$ cat src/rtl/tdc_pkg.sv
// tdc_pkg: shared types and constants for the coarse TDC counter.
// Optional INPUT_SYNC_EN build adds input synchronizers in tdc_edge_detect.
`default_nettype none
`timescale 1ns/1ps

package tdc_pkg;

  localparam int TDC_COARSE_WIDTH = 16;

  // Result word reported when no stop arrives before the counter saturates.
  localparam logic [TDC_COARSE_WIDTH-1:0] TDC_OVF_SENTINEL = '1;

  typedef enum logic [1:0] {
    IDLE  = 2'd0,
    COUNT = 2'd1,
    DONE  = 2'd2
  } tdc_state_e;

endpackage

`default_nettype wire

$ cat src/rtl/tdc_coarse_counter_if.sv
// tdc_coarse_counter_if: control, event and result-handshake bundle.
// master = measuring block, slave = controller/readout side.
`default_nettype none
`timescale 1ns/1ps

interface tdc_coarse_counter_if #(
  parameter int WIDTH = tdc_pkg::TDC_COARSE_WIDTH
);

  logic             enable;
  logic             start;
  logic             stop;
  logic             ready;
  logic [WIDTH-1:0] result;
  logic             overflow;
  logic             valid;
  logic             busy;

  modport master (
    input  enable, start, stop, ready,
    output result, overflow, valid, busy
  );

  modport slave (
    output enable, start, stop, ready,
    input  result, overflow, valid, busy
  );

endinterface

`default_nettype wire

$ cat src/rtl/tdc_edge_detect.sv
// tdc_edge_detect: one-flop rising-edge detector; with INPUT_SYNC_EN the
// input first passes a SYNC_STAGES-deep synchronizer chain.
`default_nettype none
`timescale 1ns/1ps

module tdc_edge_detect
`ifdef INPUT_SYNC_EN
  #(parameter int SYNC_STAGES = 2)
`endif
(
  input  wire logic clk,
  input  wire logic rst_n,
  input  wire logic din,
  output logic      rise
);

  logic w_sample;
  logic r_prev;

`ifdef INPUT_SYNC_EN
  logic [SYNC_STAGES-1:0] r_sync;

  always_ff @(posedge clk or negedge rst_n) begin
    if (!rst_n) begin
      r_sync <= '0;
    end else begin
      r_sync <= {r_sync[SYNC_STAGES-2:0], din};
    end
  end

  assign w_sample = r_sync[SYNC_STAGES-1];
`else
  assign w_sample = din;
`endif

  always_ff @(posedge clk or negedge rst_n) begin
    if (!rst_n) begin
      r_prev <= 1'b0;
    end else begin
      r_prev <= w_sample;
    end
  end

  assign rise = w_sample & ~r_prev;

endmodule

`default_nettype wire

$ cat src/rtl/tdc_coarse_counter.sv
// tdc_coarse_counter: counts clk cycles from a start rising edge to a stop
// rising edge and hands the result over valid/ready. Macro: INPUT_SYNC_EN.
`default_nettype none
`timescale 1ns/1ps

module tdc_coarse_counter
  import tdc_pkg::*;
#(
  parameter int WIDTH = TDC_COARSE_WIDTH
`ifdef INPUT_SYNC_EN
  , parameter int SYNC_STAGES = 2
`endif
) (
  input  wire logic              clk,
  input  wire logic              rst_n,
  tdc_coarse_counter_if.master   bus
);

  localparam logic [WIDTH-1:0] c_ONE       = {{(WIDTH-1){1'b0}}, 1'b1};
  localparam logic [WIDTH-1:0] c_CNT_LIMIT = {{(WIDTH-1){1'b1}}, 1'b0};
  localparam logic [WIDTH-1:0] c_OVF_VALUE = {WIDTH{1'b1}};

  logic             w_start_re;
  logic             w_stop_re;
  tdc_state_e       r_state;
  tdc_state_e       w_next_state;
  logic [WIDTH-1:0] r_count;
  logic [WIDTH-1:0] r_result;
  logic             r_overflow;
  logic             r_valid;
  logic             r_busy;
  logic             w_cnt_clear;
  logic             w_cnt_inc;
  logic             w_load;
  logic             w_load_ovf;

`ifdef INPUT_SYNC_EN
  tdc_edge_detect #(.SYNC_STAGES(SYNC_STAGES)) u_start_edge (
    .clk(clk), .rst_n(rst_n), .din(bus.start), .rise(w_start_re)
  );
  tdc_edge_detect #(.SYNC_STAGES(SYNC_STAGES)) u_stop_edge (
    .clk(clk), .rst_n(rst_n), .din(bus.stop), .rise(w_stop_re)
  );
`else
  tdc_edge_detect u_start_edge (
    .clk(clk), .rst_n(rst_n), .din(bus.start), .rise(w_start_re)
  );
  tdc_edge_detect u_stop_edge (
    .clk(clk), .rst_n(rst_n), .din(bus.stop), .rise(w_stop_re)
  );
`endif

  always_ff @(posedge clk or negedge rst_n) begin
    if (!rst_n) begin
      r_state <= IDLE;
    end else begin
      r_state <= w_next_state;
    end
  end

  // enable is checked before stop so an abort wins even on the stop cycle.
  always_comb begin
    w_next_state = r_state;
    case (r_state)
      IDLE: begin
        if (bus.enable && w_start_re) begin
          w_next_state = COUNT;
        end
      end
      COUNT: begin
        if (!bus.enable) begin
          w_next_state = IDLE;
        end else if (w_stop_re || (r_count == c_CNT_LIMIT)) begin
          w_next_state = DONE;
        end
      end
      DONE: begin
        if (bus.ready) begin
          w_next_state = IDLE;
        end
      end
      default: w_next_state = IDLE;
    endcase
  end

  always_comb begin
    w_cnt_clear = 1'b0;
    w_cnt_inc   = 1'b0;
    w_load      = 1'b0;
    w_load_ovf  = 1'b0;
    case (r_state)
      IDLE: begin
        w_cnt_clear = bus.enable & w_start_re;
      end
      COUNT: begin
        if (bus.enable) begin
          if (w_stop_re) begin
            w_load = 1'b1;
          end else if (r_count == c_CNT_LIMIT) begin
            w_load     = 1'b1;
            w_load_ovf = 1'b1;
          end else begin
            w_cnt_inc = 1'b1;
          end
        end
      end
      default: begin
      end
    endcase
  end

  always_ff @(posedge clk or negedge rst_n) begin
    if (!rst_n) begin
      r_count    <= '0;
      r_result   <= '0;
      r_overflow <= 1'b0;
      r_valid    <= 1'b0;
      r_busy     <= 1'b0;
    end else begin
      if (w_cnt_clear) begin
        r_count <= '0;
      end else if (w_cnt_inc) begin
        r_count <= r_count + c_ONE;
      end
      if (w_load) begin
        r_result   <= w_load_ovf ? c_OVF_VALUE : (r_count + c_ONE);
        r_overflow <= w_load_ovf;
      end
      r_valid <= (w_next_state == DONE);
      r_busy  <= (w_next_state != IDLE);
    end
  end

  assign bus.result   = r_result;
  assign bus.overflow = r_overflow;
  assign bus.valid    = r_valid;
  assign bus.busy     = r_busy;

endmodule

`default_nettype wire

$ cat src/flat_wrapper.sv
// flat-port wrapper written by rule: the top's interface ports become plain ports
module tdc_coarse_counter_flat import tdc_pkg::*;
#(
  parameter int WIDTH = TDC_COARSE_WIDTH

)
  (clk, rst_n, bus_enable, bus_start, bus_stop, bus_ready, bus_result, bus_overflow, bus_valid, bus_busy);
  tdc_coarse_counter_if #(.WIDTH(WIDTH)) bus_i ();
  input  wire logic clk;
  input  wire logic rst_n;
  input wire logic [$bits(bus_i.enable)-1:0] bus_enable;
  input wire logic [$bits(bus_i.start)-1:0] bus_start;
  input wire logic [$bits(bus_i.stop)-1:0] bus_stop;
  input wire logic [$bits(bus_i.ready)-1:0] bus_ready;
  output wire logic [$bits(bus_i.result)-1:0] bus_result;
  output wire logic [$bits(bus_i.overflow)-1:0] bus_overflow;
  output wire logic [$bits(bus_i.valid)-1:0] bus_valid;
  output wire logic [$bits(bus_i.busy)-1:0] bus_busy;
  assign bus_i.enable = bus_enable;
  assign bus_i.start = bus_start;
  assign bus_i.stop = bus_stop;
  assign bus_i.ready = bus_ready;
  assign bus_result = bus_i.result;
  assign bus_overflow = bus_i.overflow;
  assign bus_valid = bus_i.valid;
  assign bus_busy = bus_i.busy;
  tdc_coarse_counter #(.WIDTH(WIDTH)) u_core (.clk(clk), .rst_n(rst_n), .bus(bus_i));
endmodule
$ cat config.mk
export PLATFORM = sky130hd
export DESIGN_NAME = tdc_coarse_counter_flat
export DESIGN_NICKNAME = d
export VERILOG_FILES = /design/src/rtl/tdc_pkg.sv /design/src/rtl/tdc_coarse_counter_if.sv /design/src/rtl/tdc_edge_detect.sv /design/src/rtl/tdc_coarse_counter.sv /design/src/flat_wrapper.sv
export SDC_FILE = /design/constraint.sdc
export NUM_CORES = 1
export LEC_CHECK = 0
export ABC_AREA = 1
export BUFFER_PORTS_ARGS = -buffer_cell sky130_fd_sc_hd__buf_2
export CAP_MARGIN = 20
export CORE_ASPECT_RATIO = 0.8
export CORE_MARGIN = 3
export CORE_UTILIZATION = 30
export DETAILED_ROUTE_END_ITERATION = 10
export HOLD_SLACK_MARGIN = 0.08
export SETUP_SLACK_MARGIN = 0.3
export SKIP_CTS_REPAIR_TIMING = 1
export SYNTH_ARGS = -nofsm -noshare
export SYNTH_HDL_FRONTEND = slang
export SYNTH_SLANG_ARGS = --single-unit
$ cat constraint.sdc
create_clock -name clk -period 1.4 [get_ports clk]
set_input_delay 0.07 -clock clk [delete_from_list [all_inputs] [get_ports clk]]
set_output_delay 0.07 -clock clk [all_outputs]
set_load 0.02 [all_outputs]
---- After elaboration in Yosys (flattened, before gate mapping) ----
Index checks and enable logic that the tools add are counted.
storage, ports and cells
  word-level logic and storage cells ...... 43
  bits in registers ....................... 39
  bits of input ports ..................... 6
operators by class
  bitwise gates (word level) .............. 5
  add/subtract/negate cells ............... 1
  equality and inequality tests ........... 4
  multiplexer cells ....................... 20
  reductions and logical operators ........ 5
operators by type and width
  operator                 count
  $mux W16                 3
  $add A16 B1 Y16 const B  1
  $eq A16 B16 Y1 const B   1
  $mux W1                  12
  $mux W2                  4
  $pmux W2 S3              1
  $eq A2 B2 Y1 const B     2
  $reduce_bool A2 Y1       2
  $and A1 B1 Y1            3
  $eq A2 B1 Y1 const B     1
  $logic_not A2 Y1         1
  $not A1 Y1               2
  $logic_and A1 B1 Y1      1
  $logic_or A1 B1 Y1       1

---- Longest topological paths before layout ----
Gate-level depths: netlist of the first run.
  word-level depth ........................ 7
  gate-level depth with buffers ........... 11
  mapped depth without buffers ............ 10

---- By module ----
From an unflattened synthesis of the first run, not the netlist that was laid out.
unflattened totals
  cells, all modules ...................... 262
  area, all modules ....................... 2014.4 um^2
modules (own cells, without submodules)
  module              instances  cells an instance  area an instance (um^2)
  tdc_coarse_counter  1          256                1944.4
  tdc_edge_detect     2          3                  35.0

---- Worst setup path before layout of the first run ----
No wires, ideal clock.
  path type ............................... reg-to-reg
  start ................................... register u_core.r_count[0]
  end ..................................... register u_core.r_count[2]
  data required time ...................... 1317 ps
  cell stages (with the launch flop) ...... 10
  path buffers ............................ 1
  library setup time ...................... 83 ps
  path slack .............................. -69 ps
  arrival time ............................ 1386 ps
  clock period less this slack ............ 1469 ps
  cells stage by stage .................... dfrtp_1 inv_1 ha_1 nand2_1 nor2_1 nand2_1 o21ai_2 buf_6 nand3_1 o21ai_0
on the way
  word-level cells in the longest chain between the ends .. 6
  elaborated cells between the ends (all ways) .. 9
  classes of those cells .................. 1 x add/sub; 1 x eq/ne; 6 x mux; 1 x reduce/logical
ends and longest elaborated chain
  item                                                     RTL line                   RTL
  start, declared                                          tdc_coarse_counter.sv:27   logic [WIDTH-1:0] r_count;
  start signal, assigned                                   tdc_coarse_counter.sv:123  r_count <= r_count + c_ONE;
  branches (longest 6 deep; another with $add A16 B1 Y16)  n/a
Parallel ways; which one is timed is not known. The select of a mux whose other input is x is not followed.
A chain may end at the register's enable or synchronous reset.

---- Worst setup path in the final report of the first run ----
  start ................................... register u_core.r_count[0]
  end ..................................... register u_core.r_busy, in the netlist u_core.bus.busy
on the way
  word-level cells in the longest chain between the ends .. 6
ends and longest elaborated chain
  item                  RTL line                   RTL
  $eq A16 B16 Y1        tdc_coarse_counter.sv:73   end else if (w_stop_re || (r_count == c_CNT_LIMIT)) begin
  $logic_or A1 B1 Y1    tdc_coarse_counter.sv:73
  $mux W2               tdc_coarse_counter.sv:73
  $mux W2               tdc_coarse_counter.sv:71   if (!bus.enable) begin
  $pmux W2 S3           tdc_coarse_counter.sv:64   case (r_state)
  $reduce_bool A2 Y1    tdc_coarse_counter.sv:130  r_busy <= (w_next_state != IDLE);
  end signal, assigned  tdc_coarse_counter.sv:130
  end, declared         tdc_coarse_counter.sv:31   logic r_busy;
No other way between the ends.

==> summary.md, run 1 <==
| Metric | Value |
|---|---|
| Status | finished, violations left |
| Violated checks | setup timing |
| CP max stage delay | 0.42 ns |
| Max-slew headroom | 67.1% |
| Layout Nets | 334 |
| Worst-path cell chain | inv_2 > ha_1 > nand2_1 > nor2_2 > nand2_2 > nor2_4 > buf_12 > nor2_4 > nor2_2 > nand3_1 |
| Critical path fanouts, max | 9 |
| Top-area cell type share of the netlist area | 46.6% |
| Power Total | ~3 mW |
| Final Critical Period | 1.54 ns |
| Final Worst Setup Slack | -0.142 ns |
| CTS clock-pin slew for the worst setup and hold paths | 0.08 ns |
| Die height | between 80 and 90 um |
| Post-synth top flop | dfrtp_1 |
| Logic pwr share | 28.6% |
| Initial antenna violation count | 0 |
| # IOs | 25 |
| Switch Pwr | 1.01 mW |
| DRC errors left | 0 |
| Initial Utilization | 31.9% |
| Port Buffer Count | 24 |
| Clock sink total | 39 |
| Most common cell in the netlist | nand2_1 |
| DR vias/cell | 4.59 |
| Worst-Margin Slew | 0.493 ns |
| Cell area after synthesis | ~0.0021 mm2 |
| Final Slew Violations | 0 |
| Critical Path RT | 1.57 ns |
| Placed Area | approximately 0.0024 mm2 |
| Htree depth | 2 |
| Initial DRC count | 107 |
| FP Rows | 26 |
| Vias in the first global route | 1764 |
| Average size of a mapped cell | 7.51 um2 |
| ANT nets after route | 0 |
| Max Cap Violations | 0 |
| Critical Path AT | 1.71 ns |
| Die width | 99.4 um |
| TritonCTS Buffers | 5 |
| DP HPWL | 3550 um |
| Ratio of cells with drive above 1 in the final layout | 22.6% |
| Final setup viols | 36 |
| Via Count | 1885 |
| Seq/Total Area, Yosys | 46.6% |
| Leakage | 1.44 nW |
| Critical-path top delay cell | dfrtp_1 |
| Die ar. | 0.00803 mm2 |
| Fin util | 40.4% |
| Largest net degree at the start of global routing | 21 |
| Synth cell count leaders | nand2_1 (79), inv_1 (52), nand3_1 (48) |
| Pre-Repair DR Iteration Count | 4 |
| Period Utilization, post-route | 110% |
| Clock power share | 24.6% |
| N_diodes | 0 |
| GP Congestion | 0.871 |
| Syn Inst Count | 279 |
| Type of the worst setup path | flip-flop to flip-flop |
| Largest cells by area after synthesis | dfrtp_1 (47%), nand2_1 (14%), nand3_1 (11%), inv_1 (9.3%), o21ai_0 (3.1%) |
| GRT Util Overall | 13.1% |
| Area Overhead vs Synth | 26.8% |
| First-pass GRT wire length | about 8500 um |
| Core area | ~0.0066 mm2 |
| Final Cell Area | 0.00266 mm2 |
| Fmax | 649 MHz |
| Number of synthesized flops with an enable pin | 0 |
| Int Power | 2.00 mW |
| Worst VDD drop | approximately 0.00039 V |
| Sw Ratio | 33.7% |
| Netlist cell types | 24 |
| CTS tree | built |
| Worst hold slack | 0.0624 ns |
| Final WL | 5070 um |
| Asr flop ratio synth | 100% |
| HP Class | primary input to flip-flop |
| RSZ-0062 raised after global routing | true |
| Critical path endpoint category | flip-flop |
| Yosys warnings | 0 |
| Clk_lat worst skew | roughly 0.29 ns |
| Fin. Hold Viols | 0 |
| Pwr dens | 1130 mW/mm2 |
| Clock buffer depth | 2 |
| GR Overflow Total | 0 |
| Critical Path Start Type | flip-flop |
| Layout Skew | 0.00971 ns |
| Syn_nets | between 200 and 300 |
| Synthesis-stage register bit count | 39 |
| Root Buffer | clkbuf_8 |
| Largest area contributor in the netlist | dfrtp_1 |
| Setup TNS | -2.97 ns |
| Sequential share of power | 46.8% |
| Post-DR wirelength/cell | 12.3 um |
==> power by group through the flow <==
stage | clock (mW) | sequential (mW) | combinational, mW
2_1_floorplan | 0 | 1.64 | 0.305
3_3_place_gp | 0 | 1.43 | 0.826
3_5_place_dp | 0 | 1.43 | 0.833
4_1_cts | 0.766 | 1.41 | 0.834
5_1_grt | 0.813 | 1.44 | 0.977
6_report | 0.742 | 1.41 | 0.861
==> final timing paths <==
| path | startpoint | to | slack (ns) | depth (start not counted) |
|---|---|---|---|---|
| min | bus_ready | u_core.bus.valid | 0.06 | 3 |
| max reg2reg | u_core.r_count[0] | u_core.bus.busy | -0.14 | 10 |
| min reg2reg | u_core.bus.overflow | u_core.bus.overflow | 0.52 | 2 |
| max in group asynchronous | rst_n | u_core.r_count[13] | 0.65 | 3 |
| max | u_core.r_count[0] | u_core.bus.busy | -0.14 | 10 |
| min in group asynchronous | rst_n | u_core.r_count[8] | 0.28 | 2 |
==> metal layers <==
metal	track usage, %	vias to the layer above	share of wire, %
li1	-	956	-
met1	19.0	876	52
met2	20.0	53	42
met3	3.43	0	5.6
met4	2.05	0	0
met5	0	-	0
==> area by class of cell <==
type	instances	area (um2)
clock buffers	7	76.3
fillers	675	3910
multi-input cells	182	961
clock inverters	1	5.00
well taps	84	105
inverters	53	199
flip-flops and latches	39	976
repair buffers	45	335
==> cell families (layout without fill, tap and decap cells) <==
group	count (synthesis)	after routing	share of synthesized area [%]
simple gates	157	158	33.8
buf+inv	59	106	11.9
flops	39	39	46.6
compound gates	16	16	4.00
xor+xnor	6	6	2.51
fa+ha+maj	2	2	1.19
==> flip-flops by register name (all words and copies together), names as in the netlist <==
register	count
u_core.bus.result	16
u_core.bus.valid	1
u_core.r_count	16
u_core.bus.busy	1
u_core.r_state	2
u_core.u_stop_edge.r_prev	1
u_core.bus.overflow	1
u_core.u_start_edge.r_prev	1
==> cell usage in the layout (no fill, tap or decap) <==
cell type      count
ha_1               1
nor2_2             4
dlygate4sd3_1      3
o21ai_1            9
buf_4             14
or3b_2             1
inv_2              2
clkbuf_8           5
xnor2_1            2
nand2_1           78
xor2_1             4
a21oi_1            1
o21ai_4            1
nand2_8            1
nand2_4            2
nand4_1            2
nor2_1            13
inv_1             51
nand3_1           41
buf_2             24
buf_12             4
nor2_4             4
dfrtp_1           39
o21ai_2            2
clkbuf_1           2
clkinv_2           1
ha_2               1
o21ai_0            3
nand3_2            7
nand3b_1           2
nor3_1             2
nand2_2            1
==> critical path: cells and delay by family (launching register included) <==
kind,cells,cell delay (ns)
adder cells (fa/ha/maj),1,0.13
buffers and inverters,2,0.22
flip-flops,1,0.42
AND/OR/NAND/NOR,7,0.64
==> through the flow <==
stage / worst slack [ns] / cells
after detailed placement: -0.127 / 397
after global placement: -0.0411 / 397
after global routing: -0.208 / 411
after CTS: -0.132 / 405
after floorplan: -0.0218 / 279
final: -0.142 / 411
Note: power is estimated with default switching activity, not from simulation.
==> inputs of run 2 (changes only) <==
--- a/config.mk
+++ b/config.mk
@@ -10,7 +10,7 @@
 export CAP_MARGIN = 20
 export CORE_ASPECT_RATIO = 0.8
 export CORE_MARGIN = 3
-export CORE_UTILIZATION = 30
+export CORE_UTILIZATION = 40
 export DETAILED_ROUTE_END_ITERATION = 10
 export HOLD_SLACK_MARGIN = 0.08
 export SETUP_SLACK_MARGIN = 0.3
==> constraint.sdc (replaced) <==
create_clock -name clk -period 2 [get_ports clk]
set_input_delay 0.1 -clock clk [delete_from_list [all_inputs] [get_ports clk]]
set_output_delay 0.1 -clock clk [all_outputs]
set_load 0.02 [all_outputs]
==> summary.md, run 2 (synthesis gave the netlist of run 1 again) <==
| Metric | Value |
|---|---|
| Worst VDD drop | about 0.00047 V |
| Critical Path Start Type | flip-flop |
| Sw Ratio | 31.4% |
| Worst-Margin Slew | approximately 0.86 ns |
| Status | finished, final reports clean |
| Clock sink total | 39 |
| GRT Util Overall | 15.2% |
| Die ar. | 0.00615 mm2 |
| Initial DRC count | between 80 and 90 |
| Final Cell Area | 0.00253 mm2 |
| Htree depth | 2 |
| Clk_lat worst skew | 0.29 ns |
| Vias in the first global route | 1550 |
| Clock buffer depth | 2 |
| # IOs | 25 |
| Critical path endpoint category | flip-flop |
| FP Rows | 22 |
| RSZ-0062 raised after global routing | false |
| Filler cells | 489 |
| Final Slew Violations | 0 |
| Core area | between 0.004 and 0.005 mm2 |
| Root Buffer | clkbuf_8 |
| Fin util | a little over half |
| Die height | 70.7 um |
| Pwr dens | a little under 900 mW/mm2 |
| DRC errors left | 0 |
| GR Overflow Total | 0 |
| Post-DR wirelength/cell | 12.2 um |
| Critical Path AT | 1.73 ns |
| Fmax | 640 MHz |
| Via Count | between 1500 and 2000 |
| ANT nets after route | 0 |
| Final Critical Period | 1.56 ns |
| First-pass GRT wire length | about 7400 um |
| DP HPWL | about 3000 um |
| Placed Area | about 0.0023 mm2 |
| Port Buffer Count | 24 |
| Max Cap Violations | 0 |
| Ratio of cells with drive above 1 in the final layout | 18.3% |
| GP Congestion | 0.881 |
| Setup TNS | 0 ns |
| Leakage | about 1.4 nW |
| Layout Nets | 324 |
| Final WL | 4580 um |
| Die width | about 87 um |
| Initial antenna violation count | 0 |
| Int Power | about 1.5 mW |
| Area Overhead vs Synth | 20.8% |
| TritonCTS Buffers | 5 |
| CTS clock-pin slew for the worst setup and hold paths | 0.08 ns |
| HP Class | primary input to flip-flop |
| Most frequent cells in the layout | nand2_1 (78), inv_1 (51), nand3_1 (47) |
| Critical path fanouts, max | 9 |
| CTS tree | built |
| Logic pwr share | 24.9% |
| Layout Cells excl Fill | between 300 and 400 |
| Switch Pwr | approximately 700 uW |
| Fin. Hold Viols | 0 |
| Type of the worst setup path | flip-flop to flip-flop |
| DR vias/cell | 4.72 |
| Layout Skew | 0.00329 ns |
| Max-slew headroom | 42.6% |
| N_diodes | 0 |
| Period Utilization, post-route | around four fifths |
| Sequential share of power | around 44% |
| Initial Utilization | 43.5% |
| Critical Path RT | 2.17 ns |
| Pre-Repair DR Iteration Count | 4 |
| Largest net degree at the start of global routing | 40 |
| Placed instance count | 360 |
| Commonest non-fill, non-tap cell in the layout | nand2_1 |
| Final setup viols | 0 |
| Clock power share | 30.8% |
==> run 2: metal layers <==
| layer | vias to the layer above | GRT usage [%] | share of wire (%) |
|---|---|---|---|
| li1 | 936 | - | - |
| met1 | 791 | 22.6 | 50 |
| met2 | 47 | 21.6 | 44 |
| met3 | 5 | 4.07 | 5.5 |
| met4 | 0 | 4.15 | 0.83 |
| met5 | - | 0 | 0 |
==> run 2: metrics by stage <==
stage | hold slack [ns] | setup WS, ns | power, mW
after global routing | 0.126 | 0.313 | 2.36
after detailed placement | 0.225 | 0.271 | 1.54
final | 0.0844 | 0.437 | 2.23
after floorplan | -0.196 | 0.531 | 1.36
after global placement | 0.222 | 0.320 | 1.53
after CTS | -0.0861 | 0.255 | 2.23
==> run 2: worst paths after layout <==
check                               startpoint                  end  slack [ns]  cells past startpoint
max                          u_core.r_count[0]    u_core.r_count[4]        0.44                      9
min                                  bus_ready    u_core.r_state[1]        0.08                      3
max reg2reg                  u_core.r_count[0]    u_core.r_count[4]        0.44                      9
min reg2reg                u_core.bus.overflow  u_core.bus.overflow        0.53                      2
max in group asynchronous                rst_n    u_core.r_count[0]        0.95                      2
min in group asynchronous                rst_n  u_core.bus.overflow        0.46                      2
==> run 2: power groups by stage <==
stage / sequential (mW) / clock [mW] / combinational (mW)
6_report: 0.986 / 0.686 / 0.553
5_1_grt: 1.00 / 0.731 / 0.625
4_1_cts: 0.986 / 0.705 / 0.537
3_5_place_dp: 1.00 / 0 / 0.536
3_3_place_gp: 0.998 / 0 / 0.530
2_1_floorplan: 1.15 / 0 / 0.210
==> run 2: worst max-delay path, stage by stage, from the launching register on <==
cell       delay (ns)
dfrtp_2          0.45
inv_2            0.08
ha_1             0.14
nand2_1          0.06
nor2_2           0.10
nand2_2          0.09
o21ai_4          0.13
buf_4            0.15
clkbuf_16        0.15
o21ai_0          0.09
==> run 2: layout make-up <==
cell class | instances | area (um2) | area share (%)
tap | 60 | 75.1 | 2.96
timing repair buffer | 36 | 265 | 10.5
clock inverter | 2 | 35.0 | 1.38
multi-input combinational | 181 | 898 | 35.5
clock buffer | 6 | 82.6 | 3.26
inverter | 53 | 199 | 7.86
sequential | 39 | 977 | 38.6
